===== src/rtl/fetch_unit.sv =====
// Instruction fetch front end: issues sequential instruction-memory reads and
// buffers returned words with their PCs in a small FIFO feeding decode.
module fetch_unit #(
    parameter int unsigned      DBITS    = 32,
    parameter logic [DBITS-1:0] START_PC = 'h40,
    parameter int unsigned      DEPTH    = 4,
    parameter int unsigned      PC_INC   = 4
) (
    input  logic                         clk,
    input  logic                         res,
    input  logic                         redirect,
    input  logic [DBITS-1:0]             redirect_pc,
    output logic                         imem_req,
    output logic [DBITS-1:0]             imem_addr,
    input  logic [DBITS-1:0]             imem_rdata,
    output logic                         out_valid,
    input  logic                         out_ready,
    output logic [DBITS-1:0]             out_instr,
    output logic [DBITS-1:0]             out_pc,
    output logic [DBITS-1:0]             pc_out,
    output logic [$clog2(DEPTH+1)-1:0]   count
);

    localparam int PTRW = $clog2(DEPTH);
    localparam int CNTW = $clog2(DEPTH + 1);

    logic [DBITS-1:0] fpc_q, fpc_d;
    logic [DBITS-1:0] req_pc_q, req_pc_d;
    logic             inflight_q, inflight_d;
    logic             kill_q, kill_d;
    logic [PTRW-1:0]  head_q, head_d;
    logic [PTRW-1:0]  tail_q, tail_d;
    logic [CNTW-1:0]  count_q, count_d;

    logic [DBITS-1:0] instr_mem_q [DEPTH];
    logic [DBITS-1:0] pc_mem_q    [DEPTH];

    logic push;
    logic pop;

    // Reserving a slot for the in-flight response is what makes overflow impossible.
    assign imem_req  = !res && !redirect &&
                       ((32'(count_q) + 32'(inflight_q)) < DEPTH);
    assign imem_addr = fpc_q;
    assign pc_out    = fpc_q;
    assign count     = count_q;

    assign out_valid = (count_q != '0);
    assign out_instr = out_valid ? instr_mem_q[head_q] : '0;
    assign out_pc    = out_valid ? pc_mem_q[head_q]    : '0;

    // A response landing on a redirect edge, or flagged stale, is dropped.
    assign push = inflight_q && !kill_q && !redirect;
    assign pop  = out_valid && out_ready;

    always_comb begin
        // NOTE: every always_comb output gets a default first so no path can infer a latch.
        fpc_d      = fpc_q;
        req_pc_d   = req_pc_q;
        inflight_d = imem_req;
        kill_d     = redirect;
        head_d     = head_q;
        tail_d     = tail_q;
        count_d    = count_q;

        if (imem_req) begin
            fpc_d    = fpc_q + DBITS'(PC_INC);
            req_pc_d = fpc_q;
        end

        if (redirect) begin
            fpc_d   = redirect_pc;
            head_d  = '0;
            tail_d  = '0;
            count_d = '0;
        end else begin
            if (push) tail_d = tail_q + PTRW'(1);
            if (pop)  head_d = head_q + PTRW'(1);
            count_d = count_q + CNTW'(push) - CNTW'(pop);
        end
    end

    // NOTE: sequential state uses non-blocking assignments so every register samples pre-edge values.
    always_ff @(posedge clk or posedge res) begin
        if (res) begin
            fpc_q      <= START_PC;
            req_pc_q   <= '0;
            inflight_q <= 1'b0;
            kill_q     <= 1'b0;
            head_q     <= '0;
            tail_q     <= '0;
            count_q    <= '0;
        end else begin
            fpc_q      <= fpc_d;
            req_pc_q   <= req_pc_d;
            inflight_q <= inflight_d;
            kill_q     <= kill_d;
            head_q     <= head_d;
            tail_q     <= tail_d;
            count_q    <= count_d;
        end
    end

    // NOTE: queue storage is not reset; count gates visibility, so stale contents are never observed.
    always_ff @(posedge clk) begin
        if (push) begin
            instr_mem_q[tail_q] <= imem_rdata;
            pc_mem_q[tail_q]    <= req_pc_q;
        end
    end

endmodule


===== config.mk =====
export PLATFORM = sky130hd
export DESIGN_NAME = fetch_unit
export DESIGN_NICKNAME = d
export VERILOG_FILES = /design/src/rtl/fetch_unit.sv
export SDC_FILE = /design/constraint.sdc
export NUM_CORES = 1
export LEC_CHECK = 0
export CORE_MARGIN = 5
export CORE_UTILIZATION = 60
export CTS_CLUSTER_DIAMETER = 60
export CTS_CLUSTER_SIZE = 28
export DETAILED_ROUTE_END_ITERATION = 8
export DONT_BUFFER_PORTS = 1
export PLACE_DENSITY = 0.76
export SYNTH_ARGS = -nofsm -noshare
export SYNTH_HDL_FRONTEND = slang
export SYNTH_SLANG_ARGS = --single-unit

===== constraint.sdc =====
create_clock -name clk -period 4.48 [get_ports clk]
set_input_delay 0.896 -clock clk [delete_from_list [all_inputs] [get_ports clk]]
set_output_delay 0.896 -clock clk [all_outputs]
set_load 0.03 [all_outputs]

==> results.ini <==
[layout]
drive_gt1_share_pct=16.8
layout_common_cells=edfxtp_1 (256), nand2_1 (124), and2_1 (70), dfrtp_1 (70), mux4_2 (64)
fillers=1482
diodes=0
layout.nets=863
final_common_cell=edfxtp_1
areaGrowthSynthToFinish_pct=5.71

[clock_network]
cts_hold_buf=0
cts_tree=built
clock_latency_ns=0.53
postCtsSetupBuffers=0
cts_buffer_depth=3
post_cts_resized=0
htree_levels=1
root_buffer=clkbuf_16
cts.sinks=329
cts_buffers=20
clkTransAtPathRegs_ns=0.09

[global_route]
track_usage_pct=21.4
grt.overflow.total=0
grt_max_degree=67
grt_pass1_vias=7107
antenna_found_initial=0
grt_pass1_wl_mm=42.8

[placement]
io_buffer_count=0
routabilityCongestion=0.886
dp_hpwl_mm=16.4
place_ws_ns=1.21

[pwr]
swShare_pct=35.7
seq_power_share_pct=50.6
p_leak_nw=4.83
ir_drop_mv=0.436
p_int_w=0.00517
switching_power_w=0.00287
power_density_nw_per_um2=566
combPwrFrac_pct=24.6
total_power_w=0.00804
clkPwrFrac_pct=24.8

[timing]
finClkSkew_ns=0.0186
fin_crit_sh_pct=83.5
setup_viol=0
fin_tns_setup_ns=0
rsz0062_at_grt=no
relSlewSlack_pct=25.3
worst_slew_pin_slew_ns=1.12
fmax_ghz=0.267
period_minus_slack_ns=3.74
hold_viol=0
slew_viol_final=0
layout_setup_ws_ns=0.741
holdWs_ns=0.353

[floorplan]
die_area_sq_um=25500
rows=54
die_w_um=160
fp.dieH_um=160
core-area_sq_um=22000
ios=201
start_util_pct=61.2

[critical_path]
cp-end-kind=output pin
r2r_start=count[1]$_DFF_PP0_
reg2reg_to=count[2]$_DFF_PP0_
critPathKind=reg -> out
crit_required_ns=3.58
r2r_slack_ns=1.26
start_kind=flop
cp.arrival_ns=2.84
worstPathMaxFanout=20
r2r.worst_path.cells=9

[detailed_routing]
vias=6853
wl_mm=27.1
drc=0
drt_pass1_iterations=5
wl_per_cell_um=25.1
drtIter0Drc=528
via_per_inst=6.35
ant_nets=0

[logic_synthesis]
syn_area_sq_um=13400
seq_area_frac_synth_pct=70.8
syn-instance-count=826
async_reset_ff_share_pct=22.2
synth_cell_type_count=52
synth_edf_count=256
synthFlopType=edfxtp_1
yosysWarnings=0
avgSynthCellArea_sq_um=16.3
syn_nets=903
synth-seq-cells=329

[run]
maxCapViolations=0

[worst_hold_path]
hold_class=in -> async

[run_status]
outcome=complete, no violations

[critical path, stage by stage (launching register included)]
cell and delay, ns:
dfrtp_1 0.56, ha_1 0.30, o211a_1 0.23, o32ai_2 0.22, buf_4 0.30, nand2_1 0.10
inv_1 0.60
[registers in the layout, indices dropped and copies added (netlist names)]
name / flops
inflight_q: 1
req_pc_q: 32
tail_q: 2
pc_mem_q: 128
kill_q: 1
imem_addr: 32
instr_mem_q: 128
count: 3
head_q: 2
[per-stage QoR]
step	util, %	std cells	area [sq um]
after floorplan	-	826	13400
after global placement	61.5	1044	13500
after detailed placement	61.5	1044	13500
after CTS	64.7	1080	14200
after global routing	64.7	1080	14200
final	64.7	1080	14200
[worst max-delay path by stage]
stage | startpoint | endpoint | slack, ns
global placement | count[1]$_DFF_PP0_ | count[2]$_DFF_PP0_ | 1.29
floorplan | redirect | instr_mem_q[0][0]$_DFFE_PP_ | 1.18
global route | count[1]$_DFF_PP0_ | imem_req | 0.57
CTS | count[1]$_DFF_PP0_ | imem_req | 0.71
finish | count[1]$_DFF_PP0_ | imem_req | 0.74
detailed placement | count[1]$_DFF_PP0_ | count[2]$_DFF_PP0_ | 1.21
[power groups by stage]
stage / logic (W) / registers, W / clock network, W
after floorplan: 0.00190 / 0.00388 / 0
after global placement: 0.00198 / 0.00411 / 0
after detailed placement: 0.00201 / 0.00414 / 0
after CTS: 0.00202 / 0.00407 / 0.00203
after global routing: 0.00212 / 0.00412 / 0.00216
final: 0.00198 / 0.00407 / 0.00200
[synth_stat cells, types with 5 or more instances]
cell type	number	area, sq um
o21ai_0	25	125
nor2_1	16	60.1
xor2_1	14	123
ha_1	8	100
mux4_2	64	1440
inv_1	11	41.3
nand2_1	124	465
nand4_1	15	93.8
mux2_2	5	56.3
xnor2_1	12	105
dfrtp_1	72	1800
and2_1	70	438
edfxtp_1	256	7690
buf_2	8	40.0
nand3_1	11	55.1
clkbuf_1	28	105
buf_4	33	248
[logic make-up (layout without fill, tap and decap cells)]
kind of cell,Yosys count,after routing,share of synthesized area [%]
flip-flops,329,329,70.8
AO/OA/AOI/OAI,42,42,1.96
adder cells (fa/ha/maj),9,9,0.894
multiplexers,70,70,11.2
XOR/XNOR,26,26,1.69
AND/OR/NAND/NOR,265,265,10.0
buffers and inverters,85,59,3.37
[metal layers]
| layer | share of wire, % | GRT usage, % | vias to the layer above | routed length [um] |
|---|---|---|---|---|
| met3 | 7.3 | 4.12 | 50 | 1960 |
| met4 | 2.2 | 5.52 | 0 | 585 |
| met5 | 0 | 0 | - | 0 |
| met1 | 40 | 28.6 | 3502 | 10700 |
| met2 | 51 | 36.8 | 327 | 13800 |
| li1 | - | - | 2974 | - |
[layout make-up]
type	count	area [sq um]	area share, %
Inverter	12	46.3	0.326
Clock buffer	21	514	3.62
Tap cell	280	350	2.47
Sequential cell	329	9520	67.1
Timing Repair Buffer	11	82.6	0.581
Clock inverter	15	190	1.34
Multi-Input combinational cell	412	3500	24.6
Note: power is estimated with default switching activity, not from simulation.
